[src/rtl/frac_pkg.sv]
// frac_pkg: shared types and constants for the fractional arithmetic lanes.
//   DATA_WIDTH_DEF : default operand width (Q7.8 when 16)
//   FRAC_BITS      : fractional bits of the Q format
//   max_pos/min_neg: most positive / most negative two's-complement value
//                    for a given width (returned in 64 bits, caller truncates)
//   state_t        : sequencer states of the serial subtractor
package frac_pkg;

  localparam int DATA_WIDTH_DEF = 16;
  localparam int FRAC_BITS      = 8;

  typedef enum logic [1:0] {
    IDLE,
    RUN,
    DONE
  } state_t;

  function automatic logic [63:0] max_pos(input int width);
    return (64'd1 << (width - 1)) - 64'd1;
  endfunction

  function automatic logic [63:0] min_neg(input int width);
    return 64'd1 << (width - 1);
  endfunction

endpackage

[src/rtl/fractional_sub_serial_if.sv]
// fractional_sub_serial_if: operand/result handshake bundle.
//   in_valid/in_ready   : operand handshake, A (minuend) and B (subtrahend)
//   out_valid/out_ready : result handshake, Out = A - B
//   borrow_out          : unsigned A < B
//   overflow            : signed overflow of A - B
// master: operand source / result consumer; slave: the subtractor.
interface fractional_sub_serial_if import frac_pkg::*; #(
  parameter int DATA_WIDTH = DATA_WIDTH_DEF
);

  logic                  in_valid;
  logic                  in_ready;
  logic [DATA_WIDTH-1:0] A;
  logic [DATA_WIDTH-1:0] B;
  logic                  out_valid;
  logic                  out_ready;
  logic [DATA_WIDTH-1:0] Out;
  logic                  borrow_out;
  logic                  overflow;

  modport master (
    output in_valid, A, B, out_ready,
    input  in_ready, out_valid, Out, borrow_out, overflow
  );

  modport slave (
    input  in_valid, A, B, out_ready,
    output in_ready, out_valid, Out, borrow_out, overflow
  );

endinterface

[src/rtl/fractional_sub_slice.sv]
// fractional_sub_slice: combinational WIDTH-bit ripple-borrow subtractor slice.
//   a, b       : slice of minuend / subtrahend
//   borrow_in  : borrow from the next-lower slice
//   diff       : a - b - borrow_in (WIDTH bits)
//   borrow_out : borrow into the next-higher slice
module fractional_sub_slice #(
  parameter int WIDTH = 1
) (
  input  logic [WIDTH-1:0] a,
  input  logic [WIDTH-1:0] b,
  input  logic             borrow_in,
  output logic [WIDTH-1:0] diff,
  output logic             borrow_out
);

  always_comb begin
    logic bw;
    // NOTE: every output gets a default before the loop so no path leaves it
    // unassigned (which would infer a latch); blocking '=' is required here
    // because each bit's borrow feeds the next iteration in the same pass.
    diff = '0;
    bw   = borrow_in;
    for (int i = 0; i < WIDTH; i++) begin
      diff[i] = a[i] ^ b[i] ^ bw;
      bw      = (~a[i] & b[i]) | (~a[i] & bw) | (b[i] & bw);
    end
    borrow_out = bw;
  end

endmodule

[src/rtl/fractional_sub_serial.sv]
// fractional_sub_serial: multi-cycle two's-complement subtractor, Out = A - B.
// Resolves BITS_PER_CYCLE bits per clock, LSB slice first, through one shared
// borrow-chain slice; result valid DATA_WIDTH/BITS_PER_CYCLE cycles after accept.
//   clk, rst : clock, asynchronous active-high reset
//   bus      : fractional_sub_serial_if.slave (operand and result handshakes)
// Build option: define FRACTIONAL_SUB_SAT_EN to saturate Out on signed overflow
// (MAX_POS when A is non-negative, MIN_NEG otherwise); default wraps.
module fractional_sub_serial import frac_pkg::*; #(
  parameter int DATA_WIDTH     = DATA_WIDTH_DEF,
  parameter int BITS_PER_CYCLE = 1
) (
  input logic                    clk,
  input logic                    rst,
  fractional_sub_serial_if.slave bus
);

  localparam int N     = DATA_WIDTH / BITS_PER_CYCLE;
  localparam int CNT_W = (N > 1) ? $clog2(N) : 1;
  localparam int MSB   = DATA_WIDTH - 1;
  localparam logic [CNT_W-1:0] LAST = CNT_W'(N - 1);

  if ((BITS_PER_CYCLE < 1) || (DATA_WIDTH % BITS_PER_CYCLE != 0)) begin : g_bad_cfg
    $error("BITS_PER_CYCLE must be >= 1 and divide DATA_WIDTH");
  end

`ifdef FRACTIONAL_SUB_SAT_EN
  localparam logic [DATA_WIDTH-1:0] MAX_POS_C = DATA_WIDTH'(max_pos(DATA_WIDTH));
  localparam logic [DATA_WIDTH-1:0] MIN_NEG_C = DATA_WIDTH'(min_neg(DATA_WIDTH));
`endif

  state_t                  state_q, state_d;
  logic [DATA_WIDTH-1:0]   a_q, b_q;
  logic [DATA_WIDTH-1:0]   res_q, res_d;
  logic [CNT_W-1:0]        cnt_q;
  logic                    bw_q;
  logic                    borrow_q;
  logic                    ovf_q;
  logic                    ovf_d;
  logic                    load, step, last;
  logic                    in_ready, out_valid;
  int                      base;
  logic [BITS_PER_CYCLE-1:0] a_sl, b_sl, d_sl;
  logic                    bw_sl;

  // Current slice of the latched operands, selected by the slice counter.
  assign base = int'(cnt_q) * BITS_PER_CYCLE;
  assign a_sl = a_q[base +: BITS_PER_CYCLE];
  assign b_sl = b_q[base +: BITS_PER_CYCLE];
  assign last = (cnt_q == LAST);

  fractional_sub_slice #(
    .WIDTH(BITS_PER_CYCLE)
  ) u_slice (
    .a         (a_sl),
    .b         (b_sl),
    .borrow_in (bw_q),
    .diff      (d_sl),
    .borrow_out(bw_sl)
  );

  // Result with the slice being resolved this cycle merged in; on the final
  // slice this is the complete raw difference used for the overflow flag.
  always_comb begin
    res_d = res_q;
    res_d[base +: BITS_PER_CYCLE] = d_sl;
    ovf_d = (a_q[MSB] != b_q[MSB]) && (res_d[MSB] != a_q[MSB]);
  end

  // Sequencer: IDLE accepts, RUN steps N slices, DONE holds until consumed.
  always_comb begin
    state_d   = state_q;
    load      = 1'b0;
    step      = 1'b0;
    in_ready  = 1'b0;
    out_valid = 1'b0;
    unique case (state_q)
      IDLE: begin
        in_ready = 1'b1;
        if (bus.in_valid) begin
          load    = 1'b1;
          state_d = RUN;
        end
      end
      RUN: begin
        step = 1'b1;
        if (last) state_d = DONE;
      end
      DONE: begin
        out_valid = 1'b1;
        if (bus.out_ready) state_d = IDLE;
      end
      default: state_d = IDLE;
    endcase
  end

  always_ff @(posedge clk or posedge rst) begin
    if (rst) state_q <= IDLE;
    else     state_q <= state_d;
  end

  // NOTE: the operand registers are plain flops, not a memory, so clearing
  // them on reset is cheap and keeps a discarded operation from lingering.
  always_ff @(posedge clk or posedge rst) begin
    if (rst) begin
      a_q      <= '0;
      b_q      <= '0;
      res_q    <= '0;
      cnt_q    <= '0;
      bw_q     <= 1'b0;
      borrow_q <= 1'b0;
      ovf_q    <= 1'b0;
    end else if (load) begin
      a_q      <= bus.A;
      b_q      <= bus.B;
      res_q    <= '0;
      cnt_q    <= '0;
      bw_q     <= 1'b0;
      borrow_q <= 1'b0;
      ovf_q    <= 1'b0;
    end else if (step) begin
      cnt_q <= last ? '0 : cnt_q + 1'b1;
      bw_q  <= bw_sl;
      res_q <= res_d;
      if (last) begin
        borrow_q <= bw_sl;
        ovf_q    <= ovf_d;
`ifdef FRACTIONAL_SUB_SAT_EN
        // Clamp toward the sign of the minuend; the borrow flag stays raw.
        if (ovf_d) res_q <= a_q[MSB] ? MIN_NEG_C : MAX_POS_C;
`endif
      end
    end
  end

  assign bus.in_ready   = in_ready;
  assign bus.out_valid  = out_valid;
  assign bus.Out        = res_q;
  assign bus.borrow_out = borrow_q;
  assign bus.overflow   = ovf_q;

endmodule

[src/flat_wrapper.sv]
// flat-port wrapper written by rule: the top's interface ports become plain ports
module fractional_sub_serial_flat import frac_pkg::*;
#(
  parameter int DATA_WIDTH     = DATA_WIDTH_DEF,
  parameter int BITS_PER_CYCLE = 1
)
  (clk, rst, bus_in_valid, bus_A, bus_B, bus_out_ready, bus_in_ready, bus_out_valid, bus_Out, bus_borrow_out, bus_overflow);
  fractional_sub_serial_if #(.DATA_WIDTH(DATA_WIDTH)) bus_i ();
  input logic clk;
  input logic rst;
  input wire logic [$bits(bus_i.in_valid)-1:0] bus_in_valid;
  input wire logic [$bits(bus_i.A)-1:0] bus_A;
  input wire logic [$bits(bus_i.B)-1:0] bus_B;
  input wire logic [$bits(bus_i.out_ready)-1:0] bus_out_ready;
  output wire logic [$bits(bus_i.in_ready)-1:0] bus_in_ready;
  output wire logic [$bits(bus_i.out_valid)-1:0] bus_out_valid;
  output wire logic [$bits(bus_i.Out)-1:0] bus_Out;
  output wire logic [$bits(bus_i.borrow_out)-1:0] bus_borrow_out;
  output wire logic [$bits(bus_i.overflow)-1:0] bus_overflow;
  assign bus_i.in_valid = bus_in_valid;
  assign bus_i.A = bus_A;
  assign bus_i.B = bus_B;
  assign bus_i.out_ready = bus_out_ready;
  assign bus_in_ready = bus_i.in_ready;
  assign bus_out_valid = bus_i.out_valid;
  assign bus_Out = bus_i.Out;
  assign bus_borrow_out = bus_i.borrow_out;
  assign bus_overflow = bus_i.overflow;
  fractional_sub_serial #(.DATA_WIDTH(DATA_WIDTH), .BITS_PER_CYCLE(BITS_PER_CYCLE)) u_core (.clk(clk), .rst(rst), .bus(bus_i));
endmodule
[config.mk]
export PLATFORM = sky130hd
export DESIGN_NAME = fractional_sub_serial_flat
export DESIGN_NICKNAME = d
export VERILOG_FILES = /design/src/rtl/frac_pkg.sv /design/src/rtl/fractional_sub_serial_if.sv /design/src/rtl/fractional_sub_slice.sv /design/src/rtl/fractional_sub_serial.sv /design/src/flat_wrapper.sv
export SDC_FILE = /design/constraint.sdc
export NUM_CORES = 1
export LEC_CHECK = 0
export CAP_MARGIN = 10
export CORE_UTILIZATION = 30
export CTS_CLUSTER_DIAMETER = 30
export DETAILED_ROUTE_END_ITERATION = 12
export GPL_ROUTABILITY_DRIVEN = 0
export PLACE_DENSITY = 0.5
export SETUP_SLACK_MARGIN = 0.3
export SLEW_MARGIN = 20
export SYNTH_ARGS = -nofsm -noshare
export SYNTH_HDL_FRONTEND = slang
export SYNTH_SLANG_ARGS = --single-unit
[constraint.sdc]
create_clock -name clk -period 3.5 [get_ports clk]
set_input_delay 0.7 -clock clk [delete_from_list [all_inputs] [get_ports clk]]
set_output_delay 0.7 -clock clk [all_outputs]
set_load 0.01 [all_outputs]
Yosys cells after proc, flatten, opt, wreduce, memory -nomap -nowiden
Index checks and enable logic that the tools add are counted.

Output and inout bits: 20. Register bits: 57. Input bits: 36.

$add $sub $neg: 2. Bitwise logic cells: 8. Shift-type cells: 4. Reduce and logical (&&, ||, !) cells: 6. Equality and inequality tests: 8. Multiplexer cells: 23.

Operators with widths (number): 4-bit negation with 33-bit output (1); 1-bit by 33-bit variable shift with 16-bit output (first input constant) (1); 1-bit by 33-bit variable part select with 16-bit output (1); 16-bit two-way mux (2); 16-bit by 5-bit variable part select with 1-bit output (2); 16-bit bitwise mux (1); 1-bit two-way mux (13); 4-bit two-way mux (3); 2-bit two-way mux (3); 2-bit one-hot mux with 3 select lines (1); 4-bit by 1-bit adder with 4-bit output (second input constant) (1); 4-bit equality test (second input constant) (1); 2-bit inequality test (second input constant) (2); 2-bit nonzero test (2); 1-bit AND (3); 3-bit AND reduction (1); 2-bit by 1-bit equality test with 1-bit output (second input constant) (1); 2-bit equality test (second input constant) (1); 2-bit zero test (1); 1-bit inequality test (2); 2-bit by 1-bit inequality test with 1-bit output (second input constant) (1); 1-bit bitwise OR (2); 2-bit AND reduction (1); 1-bit XOR (2); 2 further kinds (2).

Logic depth before layout (Yosys ltp)
Depth after elaboration: 10. Depth in mapped cells: 11.

By module
Synthesis repeated with hierarchy kept, for this count alone.

Cell total of the unflattened synthesis: 310. Area total of the unflattened synthesis: 2892.8 µm².

By module, submodules not included: fractional_sub_serial (area each 2865.2 µm², sequential area each 1426.4 µm², cells each 307, instances 1); fractional_sub_slice (area each 27.5 µm², sequential area each 0.0 µm², cells each 3, instances 1).

Least setup slack after synthesis
No wires, ideal clock.

Path type: reg-to-reg. Start point: reg u_core.cnt_q[0]. End point: reg u_core.ovf_q (netlist: u_core.bus.overflow). Setup slack: 0.407 ns. Cell stages (with the launch flop): 10. Arrival: 2.993 ns. Clock period less this slack: 3.093 ns. Required time: 3.399 ns. Cells stage by stage: dfrtp_1 > buf_6 > mux4_1 > mux2_2 > a21oi_1 > fa_1 > or3b_4 > a211oi_2 > and3b_1 > o311ai_2.

Cells in the longest elaborated chain, start to end: 10.

Ends and longest elaborated chain: from (decl) (RTL line fractional_sub_serial.sv:34) `logic [CNT_W-1:0] cnt_q;`; from (signal assigned) (RTL line fractional_sub_serial.sv:121) `cnt_q <= last ? '0 : cnt_q + 1'b1;`; 16-bit by 5-bit variable part select with 1-bit output, on equally long branches (RTL line fractional_sub_serial.sv:47, fractional_sub_serial.sv:48); 1-bit XOR (2 in a row) (RTL line fractional_sub_slice.sv:24) `diff[i] = a[i] ^ b[i] ^ bw;`; 1-bit by 33-bit variable part select with 16-bit output (RTL line fractional_sub_serial.sv:65) `res_d[base +: BITS_PER_CYCLE] = d_sl;`; 16-bit bitwise mux (RTL line fractional_sub_serial.sv:65); 1-bit inequality test (RTL line fractional_sub_serial.sv:66) `ovf_d = (a_q[MSB] != b_q[MSB]) && (res_d[MSB] != a_q[MSB]);`; 1-bit logical AND (RTL line fractional_sub_serial.sv:66); 1-bit two-way mux (RTL line fractional_sub_serial.sv:124) `if (last) begin`; 1-bit two-way mux (RTL line fractional_sub_serial.sv:120) `end else if (step) begin`; 1-bit two-way mux (RTL line fractional_sub_serial.sv:112) `end else if (load) begin`; to (signal assigned) (RTL line fractional_sub_serial.sv:126) `ovf_q <= ovf_d;`; to (decl) (RTL line fractional_sub_serial.sv:37) `logic ovf_q;`.

Several ways; a longest one is shown, not always the timed one. The select of a mux whose other input is x is not followed. A chain may end at the register's enable or synchronous reset.

Final worst setup path
Ends and elaborated chain as after synthesis.

==> flow_summary.yaml <==
floorplanning:
  initial_core_util_pct: 31.1
  die_area_um2: 10100
  fp.dieH_um: 100
  io_pins: 56
  die_w_um: 100
  rows: 35
  coreArea_um2: 9330
min_path:
  min_path_type: "flip-flop to flip-flop"
  min_from: "u_core.a_q[9]$_DFFE_PP0P_"
timing:
  timing.setup.tns_ps: 0
  hold_violations: 0
  slew_violations: 0
  worstMarginPinSlew_ps: 699
  maxClockFrequency_mhz: 324
  fin_crit_sh_pct: 88.1
  rsz0062_at_grt: "yes"
  setup_violations: 0
  skew_ps: 5.13
  slew_headroom_pct: 52.2
  fin_crit_ps: 3080
  whs_ps: 466
critical_path:
  cp_top_family: "simple AND/OR/NAND/NOR gates"
  crit_slowest_cell: "mux4_1"
  crit_fanout: 7
  worstPathCellList: "mux4_1 -> nor2b_1 -> a211oi_1 -> a31oi_1 -> fa_2 -> or3b_4 -> a211oi_2 -> and3b_1 -> o311ai_2"
  cp-end-kind: "flip-flop"
  max_stage_delay_ps: 550
  r2r_start: "u_core.cnt_q[0]$_DFFE_PP0P_"
  required_ps: 3740
  worst_setup_path_start_kind: "flip-flop"
  cp_data_arrival_time_ps: 3320
  path_class: "flip-flop to flip-flop"
  cp-startpoint: "u_core.cnt_q[0]$_DFFE_PP0P_"
  r2r_setup_slack_ps: 420
  cp_num_buf_inv: 0
power:
  p_per_area_nw_per_um2: 853
  pwr-share-clk_pct: 17.0
  combinationalPowerShare_pct: 47.9
  swShare_pct: 37.9
  leakagePower_nw: 1.86
  p_sw_w: 0.00124
  power_frac_seq_pct: 35.2
  p_int_w: 0.00203
  ir_drop_mv: 0.337
yosys:
  synth_edf_count: 0
  async_reset_ff_share_pct: 100
  syn_area_um2: 2900
  yosys_warnings: 0
  ys_seq_area_share_pct: 49.1
  synth_cell_types: 42
  syn_nets: 349
  synthCells: 306
  ys.flop_type: "dfrtp_1"
  synth_seq_cells: 57
  synth.avg_cell_area_um2: 9.49
outcome:
  status: "completed"
clock_tree:
  worstSkewPairLatency_ps: 330
  clk_pin_slew_ps: 60
  cts_hold_buf: 0
  cts_max_level: 3
  clock-sinks: 57
  cts_tree: "yes"
  root_buffer: "clkbuf_8"
  cts_buffer_depth: 2
  numCtsBuffers: 9
final_layout:
  multi_input_comb_area_um2: 1390
  drive_gt1_share_pct: 12.3
  register_area_um2: 1430
  area_growth_pct: 32.1
  antenna_cells: 0
  layout.nets: 412
  n_fill_cell: 987
drt:
  vias: 2275
  drc_errors: 0
  drt-total-wl_um: 6590
  drt_iter0_markers: 82
  drt-vias-per-instance: 4.53
  dr.pass1.iters: 4
  post_drt_wl_per_cell_um: 13.1
  ant_nets: 0
global_route:
  grt_pass1_wl_um: 11400
  gr-total-overflow: 0
  grt_antenna_before_repair: 0
  grt_max_degree: 58
  grt_pass1_vias: 2323
  grt.total_usage_pct: 14.8
flow_run:
  maxCapViolations: 0
place:
  dpl.hpwl_um: 4750
  port_buffers: 55
==> final timing paths <==
kind,cells past startpoint,to
hold reg to reg,2,u_core.a_q[9]$_DFFE_PP0P_
min in group asynchronous,3,u_core.a_q[12]$_DFFE_PP0P_
setup / recovery,9,u_core.bus.overflow$_DFFE_PP0P_
setup reg to reg,9,u_core.bus.overflow$_DFFE_PP0P_
hold / removal,2,u_core.a_q[9]$_DFFE_PP0P_
max in group asynchronous,3,u_core.cnt_q[0]$_DFFE_PP0P_
==> power groups by stage <==
stage / combinational [W] / sequential [W] / clock, W
floorplan: 0.00105 / 0.00109 / 0
global placement: 0.00146 / 0.00117 / 0
detailed placement: 0.00148 / 0.00117 / 0
CTS: 0.00156 / 0.00116 / 0.000573
global route: 0.00175 / 0.00119 / 0.000613
finish: 0.00157 / 0.00115 / 0.000555
==> layer usage <==
metal  track usage, %  part of all wire (%)  vias up
li1                 -                     -     1143
met1             19.3                    48     1072
met2             23.6                    47       49
met3             3.97                   3.8       11
met4             5.35                   1.4        0
met5                0                     0        -
==> sequential cells by signal, indices dropped and copies added, names as in the netlist <==
signal,flops
u_core.bus.Out,16
u_core.cnt_q,4
u_core.state_q,2
u_core.bus.borrow_out,1
u_core.a_q,16
u_core.bw_q,1
u_core.bus.overflow,1
u_core.b_q,16
==> Yosys cell counts, types with 3 or more instances <==
cell type | number | area (µm²)
a21oi_1 | 5 | 25.0
buf_2 | 3 | 15.0
clkbuf_1 | 11 | 41.3
dfrtp_1 | 57 | 1430
ha_1 | 6 | 75.1
inv_1 | 7 | 26.3
mux2i_1 | 13 | 130
mux4_1 | 5 | 131
mux4_2 | 3 | 67.6
nand2_1 | 132 | 495
nand2b_1 | 6 | 37.5
nand3_1 | 7 | 35.0
nor2_1 | 8 | 30.0
nor3_1 | 3 | 15.0
o21ai_0 | 7 | 35.0
==> cell type report <==
| cell class | count | area share (%) |
|---|---|---|
| timing repair buffer | 68 | 16.9 |
| sequential | 57 | 37.2 |
| multi-input combinational | 226 | 36.3 |
| clock inverter | 3 | 0.391 |
| tap | 129 | 4.21 |
| clock buffer | 12 | 4.31 |
| inverter | 7 | 0.685 |
==> tightest hold or removal path, delay by kind of cell (launching register included) <==
| kind | cells | cell delay, ps |
|---|---|---|
| flops | 1 | 340 |
| simple gates | 2 | 100 |
==> stage by stage <==
| step | instances | worst slack (ps) | total power [W] | util (%) | cell area (µm²) |
|---|---|---|---|---|---|
| final | 502 | 415 | 0.00327 | 41.1 | 3840 |
| after global routing | 502 | 207 | 0.00356 | 41.1 | 3840 |
| after CTS | 499 | 359 | 0.00329 | 40.9 | 3810 |
| after detailed placement | 482 | 155 | 0.00265 | 38.7 | 3610 |
| after global placement | 482 | 225 | 0.00262 | 38.7 | 3610 |
| after floorplan | 306 | 407 | 0.00214 | - | 2900 |
==> kinds of logic after synthesis <==
family	count (synthesis)	synth area share (%)
fa+ha+maj	7	3.27
flops	57	49.1
buf+inv	23	3.36
xor+xnor	1	0.302
mux	23	12.1
compound gates	22	5.56
simple gates	173	26.3
==> placed cells by master, fill, tap and decap left out, types with 2 or more instances in the layout <==
| cell | n |
|---|---|
| nand4b_1 | 2 |
| nor3_1 | 3 |
| inv_1 | 6 |
| mux4_2 | 3 |
| buf_4 | 13 |
| ha_1 | 6 |
| mux2i_1 | 13 |
| clkbuf_8 | 12 |
| o21ai_0 | 7 |
| a21oi_1 | 4 |
| clkinv_2 | 3 |
| mux4_1 | 5 |
| nand2b_1 | 6 |
| clkdlybuf4s50_1 | 55 |
| nor2_1 | 8 |
| dfrtp_1 | 56 |
| mux2_2 | 2 |
| nand4_1 | 2 |
| nor2b_1 | 2 |
| nand2_1 | 132 |
| nand3b_1 | 2 |
| and3b_1 | 2 |
| nand3_1 | 7 |
==> repair_timing <==
| action | in CTS | in global routing |
|---|---|---|
| endpoints found under the setup margin | 3 | 1 |
| resized for setup | 3 | 0 |
| pin swaps | 1 | 0 |
| buffers inserted | 2 | 3 |
No activity file was read; power rests on OpenSTA's default activity.
==> RTL change 1: new RTL, same flow settings <==
The option `FRACTIONAL_SUB_SAT_EN` is turned on by a define.
--- a/src/rtl/fractional_sub_serial.sv
+++ b/src/rtl/fractional_sub_serial.sv
@@ -5,6 +5,8 @@
 //   bus      : fractional_sub_serial_if.slave (operand and result handshakes)
 // Build option: define FRACTIONAL_SUB_SAT_EN to saturate Out on signed overflow
 // (MAX_POS when A is non-negative, MIN_NEG otherwise); default wraps.
+`define FRACTIONAL_SUB_SAT_EN
+
 module fractional_sub_serial import frac_pkg::*; #(
   parameter int DATA_WIDTH     = DATA_WIDTH_DEF,
   parameter int BITS_PER_CYCLE = 1
Check against the original RTL: same outputs for any inputs over 10 cycles, from zero or initial values and one cycle with rst high; that may be too few to reach the edited logic, so the function may still have changed.
==> RTL change 1 against the original RTL <==
- sequential share of layout area shrank 4.8 points
- setup slack lost 0.21 ns
- critical path depth grew 4
- via count grew 12%
- power grew 34%
- synthesized area grew 8.7%
- global-route usage grew 0.55 points
- wire length grew 22%
- final area grew 15%
- sequential cell count is the same
- worst hold slack gained 0.013 ns
- highest routed layer unchanged
==> RTL change 1: results <==
{
  "drt_iter0_markers": 122,
  "hold_start": "u_core.bus.borrow_out$_DFFE_PP0P_",
  "p_leak_uw": 0.00180,
  "post-cts-setup-buffer-count": 14,
  "min_to": "u_core.bus.borrow_out$_DFFE_PP0P_",
  "grt_util_met3_pct": 4.93,
  "syn_nets": 328,
  "ff2ff_path_depth": 13,
  "ys_seq_area_share_pct": 45.2,
  "layout.nets": 406,
  "grt_usage_pct": 15.3,
  "status": "completed",
  "grt_pass1_wl_um": 13200,
  "worstReg2RegEnd": "u_core.bus.Out[8]$_DFFE_PP0P_",
  "synthTopCellsByArea": "dfrtp_1 (45%), mux2_2 (13%), o21ai_0 (3.2%)",
  "met1_length_um": 3710,
  "use_met1_pct": 19.9,
  "placed_area_um2": 3860,
  "internal_power_uw": 2700,
  "r2r_slack_ns": 0.21,
  "min_path_type": "register to register",
  "finalClockSkew_ns": 0.00721,
  "post_cts_resized": 6,
  "vias": 2549,
  "wl_um": 8010,
  "yosysUniqueCellTypes": 54,
  "cpPeakStageDelay_ns": 0.48,
  "critPathSlowestCell": "fa_1",
  "p_clk_share_pct": 18.0,
  "path_delay_family": "compound AO/OA/AOI/OAI gates",
  "use_met2_pct": 24.6,
  "synth_common_cells": "dfrtp_1 (57), mux2_2 (36), o21ai_0 (20), nand2_1 (19), nor2_1 (14)",
  "dp_hpwl_um": 5410,
  "drive_above_1_share_pct": 30.4
}
==> RTL change 1: per-stage QoR <==
step	hold slack [ns]	setup WS (ns)	total power, µW	cells
2_1_floorplan	0.475	0.221	2680	286
3_3_place_gp	0.475	0.222	3230	467
3_5_place_dp	0.476	0.114	3250	467
4_1_cts	0.490	0.195	4260	498
5_1_grt	0.516	0.107	4660	505
6_report	0.480	0.208	4370	505
==> RTL change 1: kinds of logic after synthesis <==
group                    count (synthesis)  synth area share (%)
XOR/XNOR                                 1                 0.278
multiplexers                            44                  17.0
buffers and inverters                   31                  4.92
AND/OR/NAND/NOR                         65                  11.6
AO/OA/AOI/OAI                           82                  18.4
adder cells (fa/ha/maj)                  6                  2.62
flip-flops                              57                  45.2
==> RTL change 1: area by class of cell <==
type | count | area [µm²]
timing repair buffer | 84 | 833
tap | 136 | 170
inverter | 13 | 48.8
clock buffer | 12 | 155
fill | 1007 | 5870
multi-input combinational | 199 | 1670
clock inverter | 4 | 98.8
sequential | 57 | 1430
==> RTL change 2: new RTL, same flow settings <==
Without the edit above. Make the reset (`rst`) synchronous in 2 clocked blocks. Comments in the files are not updated.
--- a/src/rtl/fractional_sub_serial.sv
+++ b/src/rtl/fractional_sub_serial.sv
@@ -93,14 +93,14 @@
     endcase
   end
 
-  always_ff @(posedge clk or posedge rst) begin
+  always_ff @(posedge clk) begin
     if (rst) state_q <= IDLE;
     else     state_q <= state_d;
   end
 
   // NOTE: the operand registers are plain flops, not a memory, so clearing
   // them on reset is cheap and keeps a discarded operation from lingering.
-  always_ff @(posedge clk or posedge rst) begin
+  always_ff @(posedge clk) begin
     if (rst) begin
       a_q      <= '0;
       b_q      <= '0;
Check against the original RTL: differs if rst is asserted again (counterexample within 4 cycles, from zero or initial values and one cycle with rst high); with rst held inactive, the same outputs for 10 cycles.
==> RTL change 2 against the original RTL <==
- first-iteration DRC count fell by 2.4%
- final area fell by 5.1%
- synthesized area fell by 5.7%
- sequential share of layout area fell by 5.7 points
- setup slack improved by 0.10 ns
- sequential cell count did not move
- wire length barely moved
- largest cell class is now multi-input combinational cells
Power is not compared: it rests on default switching activity, and its combinational part moved more than twofold at a synthesized area within 25%.
==> RTL change 2: results <==
{
  "status": "completed",
  "synth-adder-area-share_pct": 3.47,
  "fill_cells": 911,
  "drt_iter0_markers": 80,
  "wl_um": 6600,
  "synth_flop_cell": "dfxtp_1",
  "path_delay_family": "multiplexers",
  "post-cts-setup-buffer-count": 0,
  "pre_cts_ws_ns": 0.306,
  "use_met1_pct": 19.6,
  "critPathSlowestCell": "fa_1",
  "use_met2_pct": 24.0,
  "drt-wirelength-per-cell_um": 13.4,
  "grt_util_met3_pct": 3.09,
  "synth_common_cells": "nand2_1 (100), dfxtp_1 (57), a21oi_1 (52), clkbuf_1 (14), nor2_1 (13)",
  "worstSkewPairLatency_ns": 0.35,
  "cp-startpoint": "u_core.cnt_q[0]$_SDFFE_PP0P_",
  "ff2ff_path_depth": 10,
  "route.met2.wl_um": 2990,
  "worstReg2RegEnd": "u_core.bus.overflow$_SDFFE_PP0P_",
  "ys_seq_area_share_pct": 41.7,
  "stdcell_area_um2": 3640,
  "finalClockSkew_ns": 0.0163,
  "routed_via_density": 4.82,
  "grt_usage_pct": 15.0,
  "synthMuxAreaShare_pct": 8.82,
  "cpPeakStageDelay_ns": 0.60,
  "async_flop_share_pct": 0,
  "grt_max_degree": 35,
  "dp_hpwl_um": 4810,
  "layout.nets": 423,
  "met3WireLength_um": 216,
  "placed_cells": 477,
  "hold-worst-slack_ns": 0.451,
  "yosysUniqueCellTypes": 46,
  "hold_start": "u_core.b_q[1]$_SDFFE_PP0P_",
  "synth.avg_cell_area_um2": 8.35,
  "r2r_slack_ns": 0.52,
  "placed_area_um2": 3370,
  "critPathArrivalTime_ns": 3.16,
  "min_to": "u_core.b_q[1]$_SDFFE_PP0P_",
  "met1_length_um": 3270,
  "syn_nets": 371,
  "slew_headroom_pct": 37.6,
  "grt_pass1_wl_um": 11400,
  "synth_xor_area_share_pct": 0.959,
  "h-tree-depth": 3,
  "combPwrFrac_pct": 10.2
}
==> RTL change 2: cell types whose count changed in the layout (fill, tap and decap cells not counted), moves of 6 or more <==
cell and change:
a21oi_1 +48, dfrtp_1 -56, o21ai_0 -6, dfxtp_1 +55, mux2i_1 -8, nand2_1 -32
==> RTL change 2: area by class of cell <==
class                      instances  share of cell area [%]
clock inverter                     4                    2.72
inverter                           6                   0.619
tap                              108                    3.71
multi-input combinational        243                    40.4
sequential                        57                    31.5
timing repair buffer              63                    16.8
clock buffer                      12                    4.26
==> RTL change 2: what timing repair did <==
item                       in CTS  in global routing
setup endpoints to repair       1                  1
gates resized for setup         1                  4
hold endpoints to repair        0                  0
hold buffers                    0                  0
==> RTL change 2: logic make-up (layout without fill, tap and decap cells) <==
family,after synthesis,after routing
AOI/OAI and AO/OA,63,63
xor gates and xnor gates,3,3
adders and majority gates,7,7
buffers and inverters,28,85
DFF,57,57
muxes,14,14
and+or+nand+nor,156,156
==> RTL change 2: worst max-delay path by stage <==
stage,slack [ns],end
2_1_floorplan,0.48,u_core.bus.overflow$_SDFFE_PP0P_
3_3_place_gp,0.36,u_core.bus.overflow$_SDFFE_PP0P_
3_5_place_dp,0.31,u_core.bus.overflow$_SDFFE_PP0P_
4_1_cts,0.43,u_core.bus.overflow$_SDFFE_PP0P_
5_1_grt,0.31,u_core.bus.overflow$_SDFFE_PP0P_
6_report,0.52,u_core.bus.overflow$_SDFFE_PP0P_
==> RTL change 2: power by group through the flow <==
| stage | Sequential, µW | Combinational, µW | Clock, µW |
|---|---|---|---|
| after floorplan | 696 | 107 | 0 |
| after global placement | 704 | 168 | 0 |
| after detailed placement | 704 | 169 | 0 |
| after CTS | 690 | 169 | 799 |
| after global routing | 692 | 186 | 827 |
| final | 689 | 167 | 783 |
